## config.mk

```make
export PLATFORM = sky130hd
export DESIGN_NAME = wb_cpu_master
export DESIGN_NICKNAME = d
export VERILOG_FILES = /design/src/rtl/wb_cpu_master.sv
export SDC_FILE = /design/constraint.sdc
export NUM_CORES = 1
export LEC_CHECK = 0
export ABC_AREA = 1
export ABC_CLOCK_PERIOD_IN_PS = 5050
export BUFFER_PORTS_ARGS = -buffer_cell sky130_fd_sc_hd__buf_2
export CORE_ASPECT_RATIO = 1.75
export CORE_MARGIN = 2
export CORE_UTILIZATION = 53
export CTS_CLUSTER_DIAMETER = 50
export CTS_CLUSTER_SIZE = 20
export DETAILED_ROUTE_END_ITERATION = 10
export GPL_ROUTABILITY_DRIVEN = 0
export PLACE_DENSITY = 0.88
export SYNTH_ARGS = -nofsm -noshare
export SYNTH_HDL_FRONTEND = slang
export SYNTH_SLANG_ARGS = --single-unit
```

## constraint.sdc

```tcl
create_clock -name clk -period 5.05 [get_ports clk]
set_input_delay 1.01 -clock clk [delete_from_list [all_inputs] [get_ports clk]]
set_output_delay 1.01 -clock clk [all_outputs]
set_load 0.01 [all_outputs]
```

## src/rtl/wb_cpu_master.sv

```systemverilog
// wb_cpu_master: bridges the J1 CPU data-memory port onto a pipelined Wishbone bus.
// One outstanding transfer at a time. Each CPU request becomes one strobe cycle.
// Hung cycles are aborted after TIMEOUT cycles in REQ+WAIT.
//
// Ports:
//   clk, rst           clock and asynchronous active-high reset
//   cpu_req/we/adr/dat_w  CPU request, sampled only while cpu_rdy=1
//   cpu_rdy            bridge idle; combinational (state == IDLE)
//   cpu_done/err       one-cycle completion pulse; err marks a timeout abort
//   cpu_dat_r          read data, valid with cpu_done on reads
//   wb_*               Wishbone pipelined master interface
module wb_cpu_master #(
  parameter int unsigned AW      = 16,
  parameter int unsigned DW      = 16,
  parameter int unsigned TIMEOUT = 255
) (
  input  logic          clk,
  input  logic          rst,
  input  logic          cpu_req,
  input  logic          cpu_we,
  input  logic [AW-1:0] cpu_adr,
  input  logic [DW-1:0] cpu_dat_w,
  output logic          cpu_rdy,
  output logic          cpu_done,
  output logic          cpu_err,
  output logic [DW-1:0] cpu_dat_r,
  output logic          wb_cyc,
  output logic          wb_stb,
  output logic          wb_we,
  output logic [AW-1:0] wb_adr,
  output logic [DW-1:0] wb_dat_o,
  input  logic [DW-1:0] wb_dat_i,
  input  logic          wb_ack,
  input  logic          wb_stall
);

  localparam int unsigned CntW = $clog2(TIMEOUT + 1);
  localparam logic [CntW-1:0] TermCnt = CntW'(TIMEOUT - 1);
  localparam logic [CntW-1:0] MaxCnt  = CntW'(TIMEOUT);

  typedef enum logic [1:0] {StIdle, StReq, StWait} state_e;

  state_e        state_q, state_d;
  logic [CntW-1:0] cnt_q, cnt_d;
  logic          cyc_q, cyc_d;
  logic          stb_q, stb_d;
  logic          we_q, we_d;
  logic [AW-1:0] adr_q, adr_d;
  logic [DW-1:0] dat_o_q, dat_o_d;
  logic          done_q, done_d;
  logic          err_q, err_d;
  logic [DW-1:0] dat_r_q, dat_r_d;
  logic          term;
  logic [CntW-1:0] cnt_inc;

  assign term    = (cnt_q == TermCnt);
  // Saturate rather than wrap; the FSM leaves REQ/WAIT before this matters.
  assign cnt_inc = (cnt_q == MaxCnt) ? cnt_q : cnt_q + CntW'(1);

  always_comb begin
    state_d = state_q;
    cnt_d   = cnt_q;
    cyc_d   = cyc_q;
    stb_d   = stb_q;
    we_d    = we_q;
    adr_d   = adr_q;
    dat_o_d = dat_o_q;
    done_d  = 1'b0;
    err_d   = 1'b0;
    dat_r_d = dat_r_q;
    unique case (state_q)
      StIdle: begin
        cyc_d = 1'b0;
        stb_d = 1'b0;
        if (cpu_req) begin
          we_d    = cpu_we;
          adr_d   = cpu_adr;
          dat_o_d = cpu_dat_w;
          cyc_d   = 1'b1;
          stb_d   = 1'b1;
          cnt_d   = '0;
          state_d = StReq;
        end
      end
      StReq: begin
        // Acks are not legal before acceptance, so only stall and timeout matter here.
        if (term) begin
          cyc_d   = 1'b0;
          stb_d   = 1'b0;
          done_d  = 1'b1;
          err_d   = 1'b1;
          dat_r_d = '0;
          state_d = StIdle;
        end else begin
          cnt_d = cnt_inc;
          if (!wb_stall) begin
            stb_d   = 1'b0;
            state_d = StWait;
          end
        end
      end
      StWait: begin
        // An ack on the terminal-count cycle still completes normally.
        if (wb_ack) begin
          cyc_d   = 1'b0;
          done_d  = 1'b1;
          if (!we_q) dat_r_d = wb_dat_i;
          state_d = StIdle;
        end else if (term) begin
          cyc_d   = 1'b0;
          stb_d   = 1'b0;
          done_d  = 1'b1;
          err_d   = 1'b1;
          dat_r_d = '0;
          state_d = StIdle;
        end else begin
          cnt_d = cnt_inc;
        end
      end
      default: state_d = StIdle;
    endcase
  end

  always_ff @(posedge clk or posedge rst) begin
    if (rst) begin
      state_q <= StIdle;
      cnt_q   <= '0;
      cyc_q   <= 1'b0;
      stb_q   <= 1'b0;
      we_q    <= 1'b0;
      adr_q   <= '0;
      dat_o_q <= '0;
      done_q  <= 1'b0;
      err_q   <= 1'b0;
      dat_r_q <= '0;
    end else begin
      state_q <= state_d;
      cnt_q   <= cnt_d;
      cyc_q   <= cyc_d;
      stb_q   <= stb_d;
      we_q    <= we_d;
      adr_q   <= adr_d;
      dat_o_q <= dat_o_d;
      done_q  <= done_d;
      err_q   <= err_d;
      dat_r_q <= dat_r_d;
    end
  end

  assign cpu_rdy   = (state_q == StIdle);
  assign cpu_done  = done_q;
  assign cpu_err   = err_q;
  assign cpu_dat_r = dat_r_q;
  assign wb_cyc    = cyc_q;
  assign wb_stb    = stb_q;
  assign wb_we     = we_q;
  assign wb_adr    = adr_q;
  assign wb_dat_o  = dat_o_q;

endmodule

```

Word level (Yosys, flattened, before mapping)
Cells that the tools add are included. W data, S select, Z words.

Word-level logic and storage cells: 58. ROM bits: 0. Bits of input ports: 54. Latch bits: 0. Memory bits (writable): 0. Flip-flop bits (word level): 63. Memories kept: 0.

Bitwise logic cells: 0. Equal/unequal tests: 10. Shift operators: 0. Reductions and logical operators: 8. Order comparisons: 0. Divide/modulo/power cells: 0. Multipliers: 0. Multiplexer cells: 29. $add $sub $neg: 1.

Operators by type and width (count): $mux W16 (3); $mux W8 (4); $pmux W16 S2 (1); $pmux W8 S3 (1); $eq A8 B8 Y1 const B (2); $mux W1 (10); $mux W2 (5); $ne A3 B3 Y1 const B (3); $add A8 B1 Y8 const B (1); $ne A2 B2 Y1 const B (3); $pmux W1 S3 (2); $pmux W2 S3 (1); $reduce_and A3 Y1 (2); $pmux W1 S2 (2); $reduce_and A2 Y1 (2); $reduce_and A4 Y1 (1); $reduce_bool A3 Y1 (1); $eq A2 B1 Y1 const B (1); $eq A2 B2 Y1 const B (1); $logic_not A2 Y1 (1); $reduce_bool A2 Y1 (1).

Depth between registers and ports, before layout
Depth in word-level cells: 5. Mapped depth: 11. Depth with buffers taken out: 10.

Worst setup path before layout
No wires, ideal clock.

Path type: input port to flip-flop. From: in cpu_req. To: reg adr_q[0] (netlist: wb_adr[0]). Required time: 4925 ps. Stages on the path: 3. Arrival time: 1703 ps. Path slack: 3222 ps. Cells stage by stage: nand2_1 -> buf_2 -> mux2_2.

Word-level cells in the longest chain between the ends: 1.

RTL lines: start, declared (line 19) `input logic cpu_req,`; $reduce_and A2 Y1 (no line); end signal, assigned (line 142) `adr_q <= adr_d;`; end, declared (line 48) `logic [AW-1:0] adr_q, adr_d;`.

Every way passes these cells. A chain may end at the register's enable or synchronous reset.

Worst setup path after layout
From: reg state_q[0]. To: out cpu_rdy.

Word-level cells in the longest chain between the ends: 1.

RTL lines: start, declared (line 43) `state_e state_q, state_d;`; start signal, assigned (line 126) `state_q <= StIdle;`; start signal, assigned (line 137) `state_q <= state_d;`; $logic_not A2 Y1 (line 150) `assign cpu_rdy = (state_q == StIdle);`; end, declared (line 23) `output logic cpu_rdy,`.

Every way passes these cells.

==> summary.md <==
The number of max-capacitance violations reported is 0, and the count of port buffers added during placement is 107. The share of synthesized area in the top cell type comes to 54.9%. The number of synthesized flops with an enable pin works out to 0.

The data arrival time at the worst-slack endpoint was 1.23 ns. In this run the worst hold path is classified as reg -> reg. The routed length on met1 is 2210 um, and the sequential share of the synthesized area is 54.9%. The run gives 2.81 ns as the final worst-path setup slack. For this configuration, the core starts out at a cell density of 54.6%. The kind of cell with the highest combined delay along the critical path is flip-flops. The sum of buffers and inverters on the critical path came out at 2. The maximum clock frequency came out at 0.447 GHz. The wire length of the first global-routing pass came out at 9840 um. Number of antenna violations at the first check in global routing: 0.

The via count is 2,253, and the post-synthesis net count is 330. The power per standard cell area works out to 592 mW/mm2. For the hold violation total from the final report, the log shows 0. Slowest cell on the critical path: sky130_fd_sc_hd__dfrtp_1.

The sum of met2 wire segment lengths after detailed routing was 3750 um; the layout cell share with drive strength beyond 1 was 46.5%. VDD sags by at most 0.000300 V. The worst-case headroom to the max-slew limit is 48.4%, and the routed wire length is 6350 um.

Counting I/O delays and the setup requirement, the final critical path takes 2.24 ns. After synthesis the cells add up to 0.00287 mm2. The worst setup path is launched from a flop.

The initial DRC count was 99; the total of warnings raised by yosys was 0. In the routed design, unresolved DRC markers number 0. The count of nets left with antenna violations once routing finished came out at 0. The synthesized design contains 63 register bits. For the worst-skew pair, the clock arrives at the later sink with an insertion delay of 0.34 ns. 108 I/O pins were placed. TritonCTS built the clock tree.

The H-tree was split into 3 levels. The type of the worst setup path is reg -> out. Data on the critical path is required at its endpoint by 4.04 ns. The commonest cells after synthesis are sky130_fd_sc_hd__dfrtp_1, sky130_fd_sc_hd__nand2_1, sky130_fd_sc_hd__inv_1, sky130_fd_sc_hd__mux2_2. The number of buffers created by CTS came out at 9. Timing analysis after detailed placement gives a worst setup slack of 2.89 ns.

In this design, the stage delay of the slowest critical-path cell is 0.41 ns. In this run the static leakage power is 1.87 nW. Adding up every negative setup slack in the final design gives 0 ns. Setup violations remaining at the end of the flow were counted as 0. The placeable core area came out at 0.00526 mm2. The final HPWL from detailed placement came out at 4780 um. After the last flow step, the layout net total stands at 443. For the number of unique standard cell types used by synthesis, the log shows 22. Gates resized during post-CTS repair numbered 0.

The tree is rooted in a sky130_fd_sc_hd__clkbuf_8. Ranked by total cell area, the synthesized netlist is headed by sky130_fd_sc_hd__dfrtp_1, sky130_fd_sc_hd__mux2_2, sky130_fd_sc_hd__nand2_1. On the final layout, the worst clock skew is 0.00561 ns. The met3 wirelength from detailed routing was 271 um. Row generation in the floorplan step produced 35 rows.

The run finished with clean final reports. The clock transition at the registers of the reported paths was 0.07 ns; the remaining global-route overflow was 0. Synthesis handed over a netlist of 270 instances. The area growth from synthesis to layout is 25.6%. The kind of end point of the critical path is an output pin. The number of filler instances in the final layout was 404; the mean area per synthesized cell was 10.6 um2. Of all cell types, the one taking the most synthesized area is sky130_fd_sc_hd__dfrtp_1. Hold repair after CTS inserted 0 buffers. Setup repair after global routing left no endpoint under its margin.

In the synthesized netlist the async set-or-reset flop fraction comes to 100%. The width of the chip came out at 59.6 um. Dividing the detail-routed via count by the number of cells gives 5.10. The routed wirelength normalized by instance count is 14.4 um, and the largest net degree at the start of global routing is 64. For the number of global-route vias before repair, the log shows 2,269. The signal on the critical path passes through inv_1 -> ha_1 -> buf_2. Post-CTS timing repair inserted 0 buffers for setup. In the finished design, the share of the clock period the worst path needs comes to 44.3%. At the pin with the least slew margin, the transition time is 0.774 ns. The most used flip-flop cell after synthesis is sky130_fd_sc_hd__dfrtp_1. The largest fanout on the critical path was 4.

sky130_fd_sc_hd__dfrtp_1 is the most common cell in the netlist. Global routing consumed, over all layers together, 22.4% of the routing resources. The area of the die was 0.00604 mm2. The total inserted antenna cells is 0, and the die span in y is 101 um. The tools report the number of buffers on the longest clock path as 2.

The highest layer touched by signal routing is met4. The number of sinks on the clock net is 63, and the iteration count of the initial detailed-routing pass is 6. Number of max-slew violations in the final report: 0.
## layer usage
metal / up-vias / track usage (%)
met5: - / 0
met4: 0 / 11.5
met3: 8 / 6.26
met2: 63 / 41.2
met1: 1097 / 21.9
li1: 1085 / -
## path summary, 6_finish.rpt
path	from	endpoint	slack (ns)	cells past startpoint
setup / recovery	state_q[0]$_DFFE_PP0P_	cpu_rdy	2.81	3
hold / removal	wb_stb$_DFFE_PP0P_	wb_stb$_DFFE_PP0P_	0.48	2
setup reg to reg	state_q[0]$_DFFE_PP0P_	cnt_q[7]$_DFFE_PP0P_	3.24	5
hold reg to reg	wb_stb$_DFFE_PP0P_	wb_stb$_DFFE_PP0P_	0.48	2
max in group asynchronous	rst	cnt_q[1]$_DFFE_PP0P_	3.66	3
min in group asynchronous	rst	cpu_dat_r[3]$_DFFE_PP0P_	0.90	3
## cell usage in the layout (no fill, tap or decap)
cell	synthesis	layout
sky130_fd_sc_hd__dfrtp_1	63	63
sky130_fd_sc_hd__nand2_4	2	2
sky130_fd_sc_hd__mux2_2	33	33
sky130_fd_sc_hd__nand4_1	4	4
sky130_fd_sc_hd__inv_2	0	1
sky130_fd_sc_hd__nor2_1	10	10
sky130_fd_sc_hd__nand3_1	13	13
sky130_fd_sc_hd__ha_1	6	6
sky130_fd_sc_hd__clkinv_4	0	1
sky130_fd_sc_hd__buf_4	0	2
sky130_fd_sc_hd__nand2_1	53	53
sky130_fd_sc_hd__clkbuf_8	1	11
sky130_fd_sc_hd__o21ai_0	13	13
sky130_fd_sc_hd__a21oi_4	1	1
sky130_fd_sc_hd__clkinv_2	1	3
sky130_fd_sc_hd__a21oi_1	5	5
sky130_fd_sc_hd__inv_1	38	37
sky130_fd_sc_hd__xor2_1	1	1
sky130_fd_sc_hd__nand2_2	3	3
sky130_fd_sc_hd__nor2_4	3	3
sky130_fd_sc_hd__buf_2	4	107
sky130_fd_sc_hd__clkbuf_1	0	1
sky130_fd_sc_hd__o21bai_1	1	1
sky130_fd_sc_hd__o21ai_2	13	13
## where the power goes
part	switching [W]	internal [W]	leakage [nW]
clock	0.000183	0.000201	0.0922
sequential	0.000123	0.000728	0.751
combinational	0.000489	0.000409	1.02
total	0.000794	0.00134	1.87
## per-stage QoR
step	hold WS, ns	utilization, %	std cells	cell area [um2]	power (W)
floorplan	0.492	-	270	2870	0.00144
global placement	0.449	65.2	427	3430	0.00172
detailed placement	0.473	65.2	427	3430	0.00177
CTS	0.490	68.5	442	3600	0.00216
global route	0.521	68.5	442	3600	0.00229
finish	0.479	68.5	442	3600	0.00213
## state kept, by name (all words and copies together) (netlist names)
register	cells
wb_cyc	1
wb_adr	16
state_q	2
wb_dat_o	16
cpu_dat_r	16
cpu_err	1
wb_we	1
wb_stb	1
cnt_q	8
cpu_done	1
## cell type report
type                    instances  area [um2]  area share [%]
clock buffers                  12         155            4.31
well taps                      55        68.8            1.91
clock inverters                 3        18.8           0.521
multi-input cells             161        1080            30.1
inverters                      39         148            4.10
flip-flops and latches         63        1580            43.8
repair buffers                109         551            15.3
## worst register-to-register path, stage by stage (launching register included)
cell                      delay, ns
sky130_fd_sc_hd__dfrtp_1       0.39
sky130_fd_sc_hd__inv_1         0.08
sky130_fd_sc_hd__ha_1          0.46
sky130_fd_sc_hd__nand2_1       0.14
sky130_fd_sc_hd__o21ai_2       0.43
sky130_fd_sc_hd__o21ai_0       0.17
## cell families after synthesis
| family | Yosys count | synth area share [%] |
|---|---|---|
| simple gates | 88 | 14.0 |
| flops | 63 | 54.9 |
| xor+xnor | 1 | 0.305 |
| compound gates | 33 | 7.94 |
| buf+inv | 46 | 7.24 |
| fa+ha+maj | 6 | 2.62 |
| mux | 33 | 13.0 |
Note: power is estimated with default switching activity, not from simulation.
